===== src/rtl/beam_threshold_loader_if.sv =====
// Write/commit command stream from the register bank to the threshold loader.
// The master side drives the requests and the slave side answers with the readies.
interface beam_threshold_loader_if #(
  parameter int THRESH_BITS   = 18,
  parameter int BEAM_IDX_BITS = 6
);
  logic                     wr_valid_i;
  logic                     wr_ready_o;
  logic [BEAM_IDX_BITS-1:0] wr_beam_i;
  logic                     wr_all_i;
  logic [THRESH_BITS-1:0]   wr_thresh_i;
  logic                     commit_valid_i;
  logic                     commit_ready_o;

  modport master (
    output wr_valid_i, wr_beam_i, wr_all_i, wr_thresh_i, commit_valid_i,
    input  wr_ready_o, commit_ready_o
  );

  modport slave (
    input  wr_valid_i, wr_beam_i, wr_all_i, wr_thresh_i, commit_valid_i,
    output wr_ready_o, commit_ready_o
  );
endinterface


===== src/rtl/beam_threshold_loader.sv =====
// Sequences per-beam threshold loads and the global update strobe for the beamformer array.
// Guarantees at least one quiet cycle between the last load enable and the update pulse.
module beam_threshold_loader #(
  parameter int NBEAMS         = 46,
  parameter int THRESH_BITS    = 18,
  parameter int BEAM_IDX_BITS  = 6,
  parameter int UPDATE_HOLDOFF = 4
) (
  input  logic                   clk_i,
  input  logic                   rst_n_i,
  beam_threshold_loader_if.slave cmd,
  output logic [THRESH_BITS-1:0] thresh_o,
  output logic [NBEAMS-1:0]      thresh_ce_o,
  output logic                   update_o,
  output logic                   busy_o,
  output logic                   dirty_o,
  output logic                   err_o,
  input  logic                   err_clr_i,
  output logic [15:0]            update_count_o
);

  typedef enum logic [2:0] {IDLE, LOAD, GAP, UPD, HOLD} state_t;

  localparam int HOLD_W = (UPDATE_HOLDOFF > 1) ? $clog2(UPDATE_HOLDOFF) : 1;
  localparam logic [HOLD_W-1:0] HOLD_LAST = HOLD_W'(UPDATE_HOLDOFF - 1);
  localparam logic [BEAM_IDX_BITS:0] NBEAMS_W = (BEAM_IDX_BITS + 1)'(NBEAMS);

  state_t              state;
  logic [HOLD_W-1:0]   hold_cnt;
  logic                wr_fire;
  logic                commit_fire;
  logic                beam_ok;
  logic                bad_beam;
  logic [NBEAMS-1:0]   beam_onehot;

  assign cmd.wr_ready_o     = (state == IDLE);
  assign cmd.commit_ready_o = (state == IDLE) && !cmd.wr_valid_i;

  assign wr_fire     = (state == IDLE) && cmd.wr_valid_i;
  assign commit_fire = (state == IDLE) && !cmd.wr_valid_i && cmd.commit_valid_i;
  assign beam_ok     = {1'b0, cmd.wr_beam_i} < NBEAMS_W;
  assign bad_beam    = wr_fire && !cmd.wr_all_i && !beam_ok;

  always_comb begin
    beam_onehot = '0;
    for (int unsigned i = 0; i < NBEAMS; i++) begin
      if (cmd.wr_beam_i == BEAM_IDX_BITS'(i)) beam_onehot[i] = 1'b1;
    end
  end

  always_ff @(posedge clk_i or negedge rst_n_i) begin
    if (!rst_n_i) begin
      state          <= IDLE;
      hold_cnt       <= '0;
      thresh_o       <= '0;
      thresh_ce_o    <= '0;
      update_o       <= 1'b0;
      busy_o         <= 1'b0;
      dirty_o        <= 1'b0;
      err_o          <= 1'b0;
      update_count_o <= '0;
    end else begin
      // Strobes default low so every enable/update lasts exactly one cycle.
      thresh_ce_o <= '0;
      update_o    <= 1'b0;
      err_o       <= bad_beam | (err_o & ~err_clr_i);

      unique case (state)
        IDLE: begin
          if (wr_fire) begin
            state  <= LOAD;
            busy_o <= 1'b1;
            if (cmd.wr_all_i || beam_ok) begin
              thresh_o    <= cmd.wr_thresh_i;
              thresh_ce_o <= cmd.wr_all_i ? '1 : beam_onehot;
              dirty_o     <= 1'b1;
            end
          end else if (commit_fire) begin
            busy_o <= 1'b1;
            state  <= dirty_o ? GAP : LOAD;
          end
        end
        LOAD: begin
          state  <= IDLE;
          busy_o <= 1'b0;
        end
        GAP: begin
          state    <= UPD;
          update_o <= 1'b1;
        end
        UPD: begin
          state    <= HOLD;
          hold_cnt <= HOLD_LAST;
          dirty_o  <= 1'b0;
          if (update_count_o != '1) update_count_o <= update_count_o + 16'd1;
        end
        HOLD: begin
          if (hold_cnt == '0) begin
            state  <= IDLE;
            busy_o <= 1'b0;
          end else begin
            hold_cnt <= hold_cnt - 1'b1;
          end
        end
        default: state <= IDLE;
      endcase
    end
  end

endmodule


===== src/flat_wrapper.sv =====
// flat-port wrapper written by rule: the top's interface ports become plain ports
module beam_threshold_loader_flat 
#(
  parameter int NBEAMS         = 46,
  parameter int THRESH_BITS    = 18,
  parameter int BEAM_IDX_BITS  = 6,
  parameter int UPDATE_HOLDOFF = 4
)
  (clk_i, rst_n_i, thresh_o, thresh_ce_o, update_o, busy_o, dirty_o, err_o, err_clr_i, update_count_o, cmd_wr_valid_i, cmd_wr_beam_i, cmd_wr_all_i, cmd_wr_thresh_i, cmd_commit_valid_i, cmd_wr_ready_o, cmd_commit_ready_o);
  beam_threshold_loader_if #(.THRESH_BITS(THRESH_BITS), .BEAM_IDX_BITS(BEAM_IDX_BITS)) cmd_i ();
  input  logic clk_i;
  input  logic rst_n_i;
  output logic [THRESH_BITS-1:0] thresh_o;
  output logic [NBEAMS-1:0] thresh_ce_o;
  output logic update_o;
  output logic busy_o;
  output logic dirty_o;
  output logic err_o;
  input  logic err_clr_i;
  output logic [15:0] update_count_o;
  input wire logic [$bits(cmd_i.wr_valid_i)-1:0] cmd_wr_valid_i;
  input wire logic [$bits(cmd_i.wr_beam_i)-1:0] cmd_wr_beam_i;
  input wire logic [$bits(cmd_i.wr_all_i)-1:0] cmd_wr_all_i;
  input wire logic [$bits(cmd_i.wr_thresh_i)-1:0] cmd_wr_thresh_i;
  input wire logic [$bits(cmd_i.commit_valid_i)-1:0] cmd_commit_valid_i;
  output wire logic [$bits(cmd_i.wr_ready_o)-1:0] cmd_wr_ready_o;
  output wire logic [$bits(cmd_i.commit_ready_o)-1:0] cmd_commit_ready_o;
  assign cmd_i.wr_valid_i = cmd_wr_valid_i;
  assign cmd_i.wr_beam_i = cmd_wr_beam_i;
  assign cmd_i.wr_all_i = cmd_wr_all_i;
  assign cmd_i.wr_thresh_i = cmd_wr_thresh_i;
  assign cmd_i.commit_valid_i = cmd_commit_valid_i;
  assign cmd_wr_ready_o = cmd_i.wr_ready_o;
  assign cmd_commit_ready_o = cmd_i.commit_ready_o;
  beam_threshold_loader #(.NBEAMS(NBEAMS), .THRESH_BITS(THRESH_BITS), .BEAM_IDX_BITS(BEAM_IDX_BITS), .UPDATE_HOLDOFF(UPDATE_HOLDOFF)) u_core (.clk_i(clk_i), .rst_n_i(rst_n_i), .cmd(cmd_i), .thresh_o(thresh_o), .thresh_ce_o(thresh_ce_o), .update_o(update_o), .busy_o(busy_o), .dirty_o(dirty_o), .err_o(err_o), .err_clr_i(err_clr_i), .update_count_o(update_count_o));
endmodule

===== config.mk =====
export PLATFORM = sky130hd
export DESIGN_NAME = beam_threshold_loader_flat
export DESIGN_NICKNAME = d
export VERILOG_FILES = /design/src/rtl/beam_threshold_loader_if.sv /design/src/rtl/beam_threshold_loader.sv /design/src/flat_wrapper.sv
export SDC_FILE = /design/constraint.sdc
export NUM_CORES = 1
export LEC_CHECK = 0
export CORE_UTILIZATION = 25
export CTS_BUF_LIST = sky130_fd_sc_hd__clkbuf_2
export CTS_CLUSTER_DIAMETER = 200
export CTS_CLUSTER_SIZE = 8
export DETAILED_ROUTE_END_ITERATION = 16
export GPL_ROUTABILITY_DRIVEN = 0
export SYNTH_ARGS = -nofsm -noshare
export SYNTH_HDL_FRONTEND = slang
export SYNTH_SLANG_ARGS = --single-unit
export TNS_END_PERCENT = 1

===== constraint.sdc =====
create_clock -name clk_i -period 4.8 [get_ports clk_i]
set_input_delay 0.96 -clock clk_i [delete_from_list [all_inputs] [get_ports clk_i]]
set_output_delay 0.96 -clock clk_i [all_outputs]
set_load 0.05 [all_outputs]

* Word-level counts from Yosys, hierarchy flattened
Index checks and enable logic that the tools add are counted.
** Storage, ports and cells
- Register bits :: 89
- Logic and storage cells :: 156
** Cells by class
- Add/subtract/negate cells :: 2
- Order comparisons :: 1
- Eq/ne operators :: 55
- Multiplexer cells :: 65
- Bitwise operators :: 3
- Reduce and logical (&&, ||, !) cells :: 21
** Operators with widths (count)
- 46-bit two-way mux :: 4
- 6-bit by 5-bit equality test with 1-bit output, second input constant :: 16
- 6-bit equality test, second input constant :: 14
- 1-bit two-way mux :: 52
- 6-bit by 4-bit equality test with 1-bit output, second input constant :: 8
- 6-bit by 3-bit equality test with 1-bit output, second input constant :: 4
- 16-bit by 1-bit adder with 16-bit output, second input constant :: 1
- 16-bit inequality test, second input constant :: 1
- 6-bit by 2-bit equality test with 1-bit output, second input constant :: 2
- 3-bit one-hot mux with 4 select lines :: 1
- 3-bit two-way mux :: 3
- 3-bit AND reduction :: 3
- 3-bit by 2-bit equality test with 1-bit output, second input constant :: 2
- 6-bit by 1-bit equality test with 1-bit output, second input constant :: 1
- 6-bit logical NOT :: 1
- 6-bit < comparator, second input constant :: 1
- 2-bit by 1-bit inequality test with 1-bit output, second input constant :: 3
- 2-bit AND reduction :: 3
- 1-bit logical AND :: 5
- 2-bit two-way mux :: 2
- 2-bit one-hot mux with 2 select lines :: 1
- 2-bit nonzero test :: 2
- 3-bit by 1-bit equality test with 1-bit output, second input constant :: 1
- 3-bit equality test, second input constant :: 1
- 13 further kinds :: 15

* Logic depth before layout (Yosys ltp)
Gate-level depths: netlist of the first run.
- Depth in word-level cells :: 6
- Depth in mapped cells :: 8

* Worst setup path before layout of the first run
No wires, ideal clock.
- Path kind :: in2out
- Start :: input cmd_wr_valid_i
- End :: output cmd_commit_ready_o
- Arrival :: 2.409 ns
- Setup slack :: 1.431 ns
- Stages on the path :: 1
- Path buffers :: 0
- Cells stage by stage :: nor4_1
** On the way
- Longest elaborated chain between the ends :: 2
** Ends and longest elaborated chain
- start, declared :: RTL line flat_wrapper.sv:21 : input wire logic [$bits(cmd_i.wr_valid_i)-1:0] cmd_wr_valid_i;
- 1-bit logical NOT :: RTL line beam_threshold_loader.sv:37 : assign cmd.commit_ready_o = (state == IDLE) && !cmd.wr_valid_i;
- 1-bit logical AND :: RTL line beam_threshold_loader.sv:37
- end, declared :: RTL line flat_wrapper.sv:27 : output wire logic [$bits(cmd_i.commit_ready_o)-1:0] cmd_commit_ready_o;
Every way passes these cells.

* Worst setup path after layout of the first run
Same ends and word-level chain as after synthesis.

==> results of run 1 <==
[power by group]
group	leakage (µW)	switching, µW	total, µW	internal [µW]
Sequential	0.00116	142	1090	946
Clock	0.0000705	265	380	115
Combinational	0.00102	1020	1550	528
[sequential cells by signal (all words and copies together), names as in the netlist]
signal,flops
u_core.thresh_ce_o,46
u_core.err_o,1
u_core.state,3
u_core.thresh_o,18
u_core.update_o,1
u_core.busy_o,1
u_core.hold_cnt,2
u_core.update_count_o,16
u_core.dirty_o,1
[per-stage QoR]
step	instances	total power [µW]	hold WS [ns]
floorplan	342	2170	0.476
global placement	622	2640	0.489
detailed placement	622	2670	0.492
CTS	638	3060	0.311
global route	638	3170	0.352
finish	638	3010	0.380
[logic make-up (layout without fill, tap and decap cells)]
family | count (synthesis) | in the layout | share of synthesized area, %
simple gates | 122 | 122 | 18.1
compound gates | 68 | 68 | 9.88
fa+ha+maj | 2 | 2 | 0.658
buf+inv | 30 | 142 | 4.31
xor+xnor | 11 | 11 | 2.54
flops | 89 | 89 | 58.6
mux | 20 | 20 | 5.89
[layer usage]
metal / wire [µm] / up-vias / share of wire (%)
met2: 4380 / 82 / 45
met4: 157 / 0 / 1.6
met3: 574 / 13 / 5.9
met5: 0 / - / 0
li1: - / 1392 / -
met1: 4540 / 1416 / 47
[worst max path at each step]
stage                         from            endpoint  slack, ns  cells past startpoint
CTS                 cmd_wr_valid_i  cmd_commit_ready_o       1.25                      3
global route        cmd_wr_valid_i  cmd_commit_ready_o       1.18                      3
detailed placement  cmd_wr_valid_i  cmd_commit_ready_o       1.26                      3
finish              cmd_wr_valid_i  cmd_commit_ready_o       1.25                      3
global placement    cmd_wr_valid_i  cmd_commit_ready_o       1.26                      3
floorplan           cmd_wr_valid_i  cmd_commit_ready_o       1.43                      1
[synthesized netlist by cell type (all sizes together)]
library cell | instances | area [µm²]
nor2b | 3 | 18.8
nand2b | 4 | 25.0
nor4b | 1 | 8.76
mux2i | 1 | 10.0
nor3 | 12 | 65.1
nand3b | 3 | 35.0
a31oi | 3 | 18.8
xnor2 | 2 | 17.5
and3 | 4 | 30.0
inv | 8 | 30.0
and4 | 2 | 17.5
a211oi | 3 | 22.5
and2 | 1 | 6.26
nor3b | 2 | 15.0
and3b | 1 | 8.76
o21ai | 1 | 5.00
o221ai | 2 | 17.5
nor4 | 3 | 33.8
nand2 | 12 | 45.0
ha | 2 | 25.0
a41oi | 2 | 17.5
nand3 | 7 | 35.0
xor2 | 9 | 78.8
o211a | 1 | 10.0
clkbuf | 14 | 52.6
nand4 | 6 | 37.5
mux2 | 19 | 214
or3 | 1 | 6.26
dfrtp | 89 | 2230
o32ai | 1 | 8.76
buf | 8 | 81.3
a21oi | 55 | 275
nor2 | 60 | 300
[cell type report]
class,count,area share [%]
flip-flops and latches,89,43.0
multi-input cells,223,27.2
repair buffers,118,22.6
well taps,184,4.45
clock inverters,7,1.19
clock buffers,9,0.871
inverters,8,0.580
[worst register-to-register path, stage by stage, from the launching register on]
cell and delay [ns]:
dfrtp_1 0.57, nor3_2 0.39, nand3b_4 0.52, buf_4 0.48, nor2_1 0.17
==> out/metrics.csv, run 1 <==
stage,metric,value,unit
placed_design,post-placement cell area,5070,µm²
worst_setup_path,Critical Path RT,3.84,ns
global_route,first-pass GRT wire length,15500,µm
cts,Post-CTS Hold Buffers,0,
floorplanning,Core Box Area,14700,µm²
routing,Initial DRT Pass Iterations,12,
floorplanning,Die X,125,µm
worst_setup_path,crit-path max FO,6,
global_route,GRT met1 Usage,16.9,%
routing,Residual DRC,7,
logic_synthesis,Syn Nets,374,
timing,Slew HR,25.2,%
global_route,largest net degree at the start of global routing,53,
timing,Final setup viols,0,
worst_setup_path,end of the worst register-to-register path,u_core.thresh_ce_o[26],
final_layout,FF+latch area,2230,µm²
timing,Final period util,73.9,%
global_route,GR met2 Demand/Resource,19.4,%
final_layout,multi-input logic area,1410,µm²
global_route,Total GRT Usage,12.9,%
cts,H-tree depth,3,
final_layout,"commonest non-fill, non-tap cells in the layout","clkdlybuf4s50_1, dfrtp_1, a21oi_1",
final_layout,# fillers,1450,
routing,"antenna viol nets, final",0,
global_route,initial antenna violation count,0,
worst_setup_path,reg2reg start,u_core.state[2],
logic_synthesis,Syn Std Cell Area,3800,µm²
logic_synthesis,Seq cells post-synth,89,
timing,Tmin final,3.55,ns
final_layout,post-route core utilization,35.2,%
timing,Slew @ Worst Pin,1.12,ns
floorplanning,num rows,44,
worst_setup_path,Crit. End Element,output port,
worst_setup_path,CP Launch Type,input port,
timing,skew final,0.0298,ns
power,Power Density,583,nW/µm²
global_route,grt peak-use layer,met2,
power,P_leak,0.00225,µW
cts,Clock transition at path regs,0.26,ns
final_layout,final instance area,5170,µm²
worst_setup_path,Max stage delay on crit path,0.86,ns
final_layout,share of cells above drive strength 1,11.2,%
global_route,grt met3 use,4.28,%
worst_setup_path,CP Data Arrival Time,2.59,ns
cts,post-cts resize count,0,
logic_synthesis,Mapped Cells,342,
placed_design,Place WS,1.26,ns
worst_setup_path,slowest cell on the critical path,clkdlybuf4s50_1,
worst_setup_path,Worst path most repeated cell,clkdlybuf4s50_1,
power,VDD IR-drop max,0.308,mV
logic_synthesis,"Seq/Total Area, Yosys",58.6,%
floorplanning,Initial Utilization,25.9,%
cts,CTS sink count,89,
outcome,failing checks,design-rule violations,
outcome,status,finished with violations,
cts,CTS tree,built,
cts,Post CTS Setup Buffer Count,0,
final_layout,layout net count,481,
timing,unrepaired setup endpoints after global routing,no,
timing,Hold Fails Final Rpt,0,
floorplanning,full die area,15700,µm²
cts,root buffer cell,clkbuf_2,
worst_setup_path,WS Path Type,input port to output port,
routing,Via density,4.55,
timing,Slew Limit Fails,0,
timing,min setup slack post-route,1.25,ns
worst_setup_path,"Cell Chain, Critical Path",clkdlybuf4s50_1 > nor4_1 > clkdlybuf4s50_1,
timing,highest clock rate,282,MHz
min_path,type of the worst min-delay path,input port to async pin,
worst_setup_path,CP Buf/Inv Count,2,
final_layout,diode count,0,
logic_synthesis,Yosys warning count,0,
cts,clk_lat worst skew,0.58,ns
routing,Initial DRC Count,200,
global_route,vias in the first global route,2871,
routing,WL final,9650,µm
placed_design,HPWL Detailed,6750,µm
final_layout,"most common cell after layout, fill and taps aside",clkdlybuf4s50_1,
cts,CTS max path bufs,2,
logic_synthesis,count of cell types in the netlist,42,
worst_setup_path,r2r setup slk,2.61,ns
routing,routed length per instance,15.1,µm
cts,Num CTS Buffers,9,
floorplanning,Vert. Die Dim,125,µm
placed_design,port bufs,115,
worst_setup_path,family with the most delay on the worst path,buffers and inverters,
job,max-cap violations,0,
routing,Via Count,2903,
timing,setup TNS,0,ns
floorplanning,num ports,116,
final_layout,Area Growth Syn to Fin,36.2,%
worst_setup_path,Worst Reg-to-Reg Cells,4,
logic_synthesis,Avg Inst Size Synth,11.1,µm²
global_route,GRT Residual Overflow,0,
No activity file was read; power rests on OpenSTA's default activity.
==> run 2, diff against run 1 <==
clock period = 3.7 ns   (was 4.8 ns; I/O delays follow)
==> run 2 against run 1 <==
Against the previous run: the run still ends with design-rule violations left; critical path type is now flip-flop to output port; critical path depth fell by 1; sequential power rose by 29%; count of clock-buffer cells in the layout rose by 1; final cell count rose by 0.47%; via count rose by 0.52%; highest routed layer is now met5; clock power rose by 44%; wire length fell by 3.5%; largest cell class unchanged; utilization rose by 0.42 points; hold slack got worse by 0.27 ns.
==> out/metrics.csv, run 2 (synthesis results as in run 1) <==
stage,metric,value,unit,change
outcome,status,finished with violations,,
outcome,failing checks,design-rule violations,,
worst_setup_path,slowest cell on the critical path,clkdlybuf4s50_1,,
final_layout,Area Growth Syn to Fin,37.8,%,
job,max-cap violations,0,,unchanged
final_layout,Largest regs,"u_core.thresh_ce_o: 46 flops, u_core.thresh_o: 18 flops, u_core.update_count_o: 16 flops",,
worst_setup_path,WS Path Type,flip-flop to output port,,
final_layout,"commonest non-fill, non-tap cells in the layout","clkdlybuf4s50_1, dfrtp_1, a21oi_1",,
timing,Slew @ Worst Pin,0.893,ns,-0.225 ns
cts,root buffer cell,clkbuf_2,,
routing,WL final,9320,µm,-3.5%
floorplanning,Initial Utilization,25.9,%,unchanged
worst_setup_path,Critical Path RT,2.96,ns,-0.88 ns
timing,Slew Limit Fails,0,,unchanged
timing,setup TNS,0,ns,unchanged
routing,Initial DRC Count,194,,-3.0%
worst_setup_path,"Cell Chain, Critical Path",nor3_2 > clkdlybuf4s50_1,,
placed_design,post-placement cell area,5100,µm²,+0.69%
cts,CTS sink count,89,,unchanged
worst_setup_path,Max stage delay on crit path,0.87,ns,about the same
timing,skew final,0.0337,ns,+0.00386 ns
floorplanning,num rows,44,,unchanged
timing,Hold Fails Final Rpt,0,,unchanged
global_route,GRT Residual Overflow,0,,unchanged
final_layout,layout net count,484,,+0.62%
floorplanning,Vert. Die Dim,125,µm,unchanged
worst_setup_path,family with the most delay on the worst path,buffers and inverters,,
timing,highest clock rate,319,MHz,
floorplanning,full die area,15700,µm²,unchanged
worst_setup_path,crit-path max FO,12,,+6
placed_design,Inst Count DP,625,,+0.48%
power,VDD IR-drop max,0.361,mV,+17%
timing,Tmin final,3.13,ns,
final_layout,multi-input logic area,1410,µm²,unchanged
routing,Via Count,2918,,+0.52%
routing,Via density,4.55,,about the same
cts,H-tree depth,3,,unchanged
power,P_leak,0.00228,µW,+1.5%
global_route,first-pass GRT wire length,15000,µm,-3.1%
placed_design,HPWL Detailed,6700,µm,-0.78%
timing,min setup slack post-route,0.566,ns,-0.687 ns
routing,Initial DRT Pass Iterations,12,,unchanged
global_route,initial antenna violation count,1,,+1
routing,routed length per instance,14.5,µm,-3.9%
cts,post-cts resize count,0,,unchanged
timing,Slew HR,40.4,%,+15 points
cts,Num CTS Buffers,9,,unchanged
final_layout,FF+latch area,2230,µm²,unchanged
cts,Post-CTS Hold Buffers,0,,unchanged
worst_setup_path,CP Launch Type,flip-flop,,
placed_design,Place WS,0.629,ns,-0.628 ns
routing,Residual DRC,7,,unchanged
timing,Final setup viols,0,,unchanged
final_layout,# fillers,1469,,+1.3%
worst_setup_path,CP startpoint,u_core.state[2],,
worst_setup_path,Crit. End Element,output port,,
floorplanning,num ports,116,,unchanged
global_route,vias in the first global route,2921,,+1.7%
power,Power Density,761,nW/µm²,+31%
timing,unrepaired setup endpoints after global routing,no,,
cts,CTS tree,built,,
timing,Final period util,84.7,%,
placed_design,port bufs,115,,unchanged
min_path,type of the worst min-delay path,input port to async pin,,
final_layout,"non-filler cells, final",641,,+0.47%
floorplanning,Core Box Area,14700,µm²,unchanged
worst_setup_path,CP Data Arrival Time,2.39,ns,-0.20 ns
cts,Post CTS Setup Buffer Count,0,,unchanged
final_layout,diode count,0,,unchanged
final_layout,"most common cell after layout, fill and taps aside",clkdlybuf4s50_1,,
routing,"antenna viol nets, final",0,,unchanged
cts,CTS max path bufs,2,,unchanged
global_route,Total GRT Usage,12.5,%,-0.44 points
cts,Clock transition at path regs,0.23,ns,-0.03 ns
final_layout,final instance area,5240,µm²,+1.2%
floorplanning,Die X,125,µm,unchanged
final_layout,share of cells above drive strength 1,12.0,%,+0.80 points
worst_setup_path,reg2reg start,u_core.state[2],,
final_layout,Largest Register,u_core.thresh_ce_o,,
worst_setup_path,CP Buf/Inv Count,1,,-1
global_route,largest net degree at the start of global routing,45,,-15%
cts,clk_lat worst skew,0.57,ns,about the same
final_layout,max FFs per register,46,,unchanged
[run 2: cell count changes in the layout (fill, tap and decap cells not counted)]
cell       delta
buf_12        +1
clkbuf_2      +1
buf_4         +2
clkinv_1      -1
clkinv_2      -1
bufinv_16     +1
[run 2: final cells by class]
type	count	area share [%]
clock buffers	10	0.956
inverters	8	0.574
multi-input cells	223	26.9
repair buffers	121	23.0
well taps	184	4.40
flip-flops and latches	89	42.5
clock inverters	6	1.58
[run 2: where the power goes]
group          internal [µW]  switching, µW  leakage, µW
clock                    223            325    0.0000833
sequential              1230            187      0.00116
combinational            698           1320      0.00104
[run 2: stage by stage]
stage | hold slack (ns) | util [%] | power [µW]
2_1_floorplan | 0.444 | - | 2810
4_1_cts | 0.0262 | 35.6 | 4050
6_report | 0.109 | 35.6 | 3980
5_1_grt | 0.0585 | 35.6 | 4200
3_3_place_gp | 0.488 | 34.7 | 3450
3_5_place_dp | 0.493 | 34.7 | 3470
[run 2: path summary, 6_finish.rpt]
path | endpoint | slack [ns] | depth (start not counted)
min | u_core.thresh_ce_o[8] | 0.11 | 1
max in group asynchronous | u_core.state[0] | 2.78 | 2
max reg2reg | u_core.thresh_ce_o[31] | 1.62 | 4
min in group clk_i | u_core.thresh_o[14] | 0.53 | 1
min reg2reg | u_core.thresh_o[14] | 0.53 | 1
max | cmd_wr_ready_o | 0.57 | 2
[run 2: layer usage]
metal | vias to the layer above | share of wire, % | GRT usage (%)
met2 | 94 | 45 | 18.5
met1 | 1406 | 45 | 16.3
met3 | 13 | 7.8 | 4.84
met4 | 2 | 1.4 | 5.16
li1 | 1403 | - | -
met5 | - | 0.14 | 0
==> run 3, diff against run 2 <==
clock period = 2.5 ns   (was 3.7 ns; I/O delays follow)
==> run 3 against run 2 <==
Against the previous run: the flow still finishes with violations (design-rule violations); final cell count up 0.94%; wire length up 3.6%; die area unchanged; clock skew up 0.0090 ns; total power up 50%; via count up 1.6%; count of clock-buffer cells in the layout unchanged; utilization up 0.52 points; sequential power up 49%; highest routed layer is now met4.
==> out/metrics.csv, run 3 (synthesis results as in run 1) <==
stage,metric,value,unit,change
job,max-cap violations,0,,unchanged
cts,CTS sink count,89,,unchanged
final_layout,layout net count,489,,+1.0%
worst_setup_path,family with the most delay on the worst path,buffers and inverters,,
cts,Post CTS Setup Buffer Count,0,,unchanged
timing,highest clock rate,421,MHz,
placed_design,port bufs,115,,unchanged
final_layout,Largest Register,u_core.thresh_ce_o,,
global_route,first-pass GRT wire length,16000,µm,+6.6%
floorplanning,Core Box Area,14700,µm²,unchanged
worst_setup_path,"Cell Chain, Critical Path",clkdlybuf4s50_1,,
final_layout,Area Growth Syn to Fin,39.8,%,
worst_setup_path,slowest cell on the critical path,clkdlybuf4s50_1,,
min_path,type of the worst min-delay path,input port to async pin,,
worst_setup_path,CP Launch Type,flip-flop,,
timing,min setup slack post-route,0.123,ns,-0.443 ns
worst_setup_path,Worst Reg-to-Reg Cells,4,,unchanged
power,Net Sw Frac,46.4,%,+0.34 points
floorplanning,Die X,125,µm,unchanged
worst_setup_path,Critical Path RT,2.00,ns,-0.96 ns
worst_setup_path,crit-path max FO,5,,-7
placed_design,HPWL Detailed,7020,µm,+4.7%
worst_setup_path,WS Path Type,flip-flop to output port,,
cts,Num CTS Buffers,9,,unchanged
cts,clk_lat worst skew,0.59,ns,+0.02 ns
cts,CTS tree,built,,
routing,Residual DRC,12,,+5
final_layout,"commonest non-fill, non-tap cells in the layout","clkdlybuf4s50_1, dfrtp_1, a21oi_1",,
global_route,largest net degree at the start of global routing,52,,+16%
power,sequential share of power,35.2,%,-0.3 points
routing,Initial DRC Count,324,,+67%
global_route,initial antenna violation count,0,,-1
worst_setup_path,end of the worst register-to-register path,u_core.update_count_o[13],,
timing,Final setup viols,0,,unchanged
worst_setup_path,r2r setup slk,0.67,ns,-0.95 ns
routing,Initial DRT Pass Iterations,11,,-1
routing,"antenna viol nets, final",0,,unchanged
cts,CTS max path bufs,2,,unchanged
routing,Via density,4.58,,+0.63%
worst_setup_path,Max stage delay on crit path,0.82,ns,-0.05 ns
timing,Tmin final,2.38,ns,
placed_design,Place WS,0.192,ns,-0.437 ns
timing,unrepaired setup endpoints after global routing,no,,
power,VDD IR-drop max,0.730,mV,+100%
floorplanning,Initial Utilization,25.9,%,unchanged
cts,H-tree depth,3,,unchanged
timing,Slew HR,31.8,%,-8.6 points
power,P_leak,0.00239,µW,+4.5%
final_layout,max FFs per register,46,,unchanged
worst_setup_path,CP Data Arrival Time,1.88,ns,-0.51 ns
global_route,vias in the first global route,2988,,+2.3%
final_layout,"most common cell after layout, fill and taps aside",clkdlybuf4s50_1,,
global_route,Total GRT Usage,13.3,%,+0.76 points
floorplanning,num ports,116,,unchanged
worst_setup_path,Crit. End Element,output port,,
power,combinational share of power,50.6,%,about the same
final_layout,# fillers,1450,,-1.3%
global_route,GRT Residual Overflow,0,,unchanged
power,internal power,3200,µW,+49%
worst_setup_path,CP Buf/Inv Count,1,,unchanged
outcome,failing checks,design-rule violations,,
timing,Hold Fails Final Rpt,0,,unchanged
power,Power Density,1120,nW/µm²,+48%
cts,root buffer cell,clkbuf_2,,
timing,Slew Limit Fails,0,,unchanged
final_layout,share of cells above drive strength 1,13.4,%,+1.4 points
worst_setup_path,reg2reg start,u_core.state[1],,
cts,Clock transition at path regs,0.26,ns,+0.03 ns
timing,setup TNS,0,ns,unchanged
timing,Slew @ Worst Pin,1.02,ns,+0.129 ns
final_layout,Largest regs,"u_core.thresh_ce_o: 46 flops, u_core.thresh_o: 18 flops, u_core.update_count_o: 16 flops",,
routing,routed length per instance,14.9,µm,+2.7%
power,power share of the clock group,14.3,%,+0.5 points
floorplanning,Vert. Die Dim,125,µm,unchanged
outcome,status,finished with violations,,
floorplanning,num rows,44,,unchanged
routing,Via Count,2964,,+1.6%
timing,skew final,0.0427,ns,+0.00902 ns
floorplanning,full die area,15700,µm²,unchanged
power,Sw Pwr,2770,µW,+51%
timing,Final period util,95.1,%,
routing,WL final,9650,µm,+3.6%
## run 3: what timing repair did
| action | 4_1_cts | 5_1_grt |
|---|---|---|
| resized for setup | 8 | 3 |
| hold endpoints to repair | 75 | 0 |
| hold buffers | 1 | 0 |
| setup endpoints to repair | 8 | 3 |
## run 3: power groups by stage
stage / Clock [µW] / Sequential, µW / Combinational, µW
4_1_cts: 912 / 2100 / 3040
5_1_grt: 969 / 2170 / 3180
3_3_place_gp: 0 / 2120 / 3020
6_report: 852 / 2100 / 3020
2_1_floorplan: 0 / 3270 / 903
3_5_place_dp: 0 / 2130 / 3050
## run 3: worst max-delay path by stage
stage | start | end | slack (ns) | cells past startpoint
finish | u_core.update_count_o[1] | update_count_o[1] | 0.12 | 1
global placement | cmd_wr_beam_i[5] | u_core.thresh_ce_o[40] | 0.20 | 4
global route | u_core.update_count_o[1] | update_count_o[1] | 0.009 | 1
detailed placement | cmd_wr_beam_i[2] | u_core.thresh_ce_o[31] | 0.19 | 6
CTS | u_core.update_count_o[8] | update_count_o[8] | 0.008 | 1
floorplan | u_core.state[2] | cmd_commit_ready_o | 0.43 | 2
## run 3: layout make-up
class                      count  area (µm²)  share of cell area [%]
sequential                    89        2230                    41.9
multi-input combinational    223        1420                    26.8
timing repair buffer         126        1260                    23.7
tap                          184         230                    4.33
clock inverter                 6        88.8                    1.67
clock buffer                  10        50.0                   0.942
inverter                       8        30.0                   0.565
antenna                        1        2.50                  0.0471
## run 3: per-stage QoR
| stage | power (µW) | area (µm²) | cells | util [%] | hold WS, ns |
|---|---|---|---|---|---|
| 2_1_floorplan | 4170 | 3810 | 342 | - | 0.204 |
| 3_3_place_gp | 5130 | 5160 | 629 | 35.1 | 0.371 |
| 3_5_place_dp | 5170 | 5160 | 629 | 35.1 | 0.373 |
| 4_1_cts | 6050 | 5300 | 646 | 36.0 | 0.157 |
| 5_1_grt | 6320 | 5310 | 646 | 36.1 | 0.213 |
| 6_report | 5970 | 5310 | 647 | 36.1 | 0.257 |
## run 3: layer usage
metal  global-route usage, %  vias to the layer above  share of wire (%)
li1                        -                     1414                  -
met4                    6.24                        0                1.8
met1                    16.8                     1426                 43
met2                    19.7                      112                 45
met5                       0                        -                  0
met3                    5.26                       12                9.5
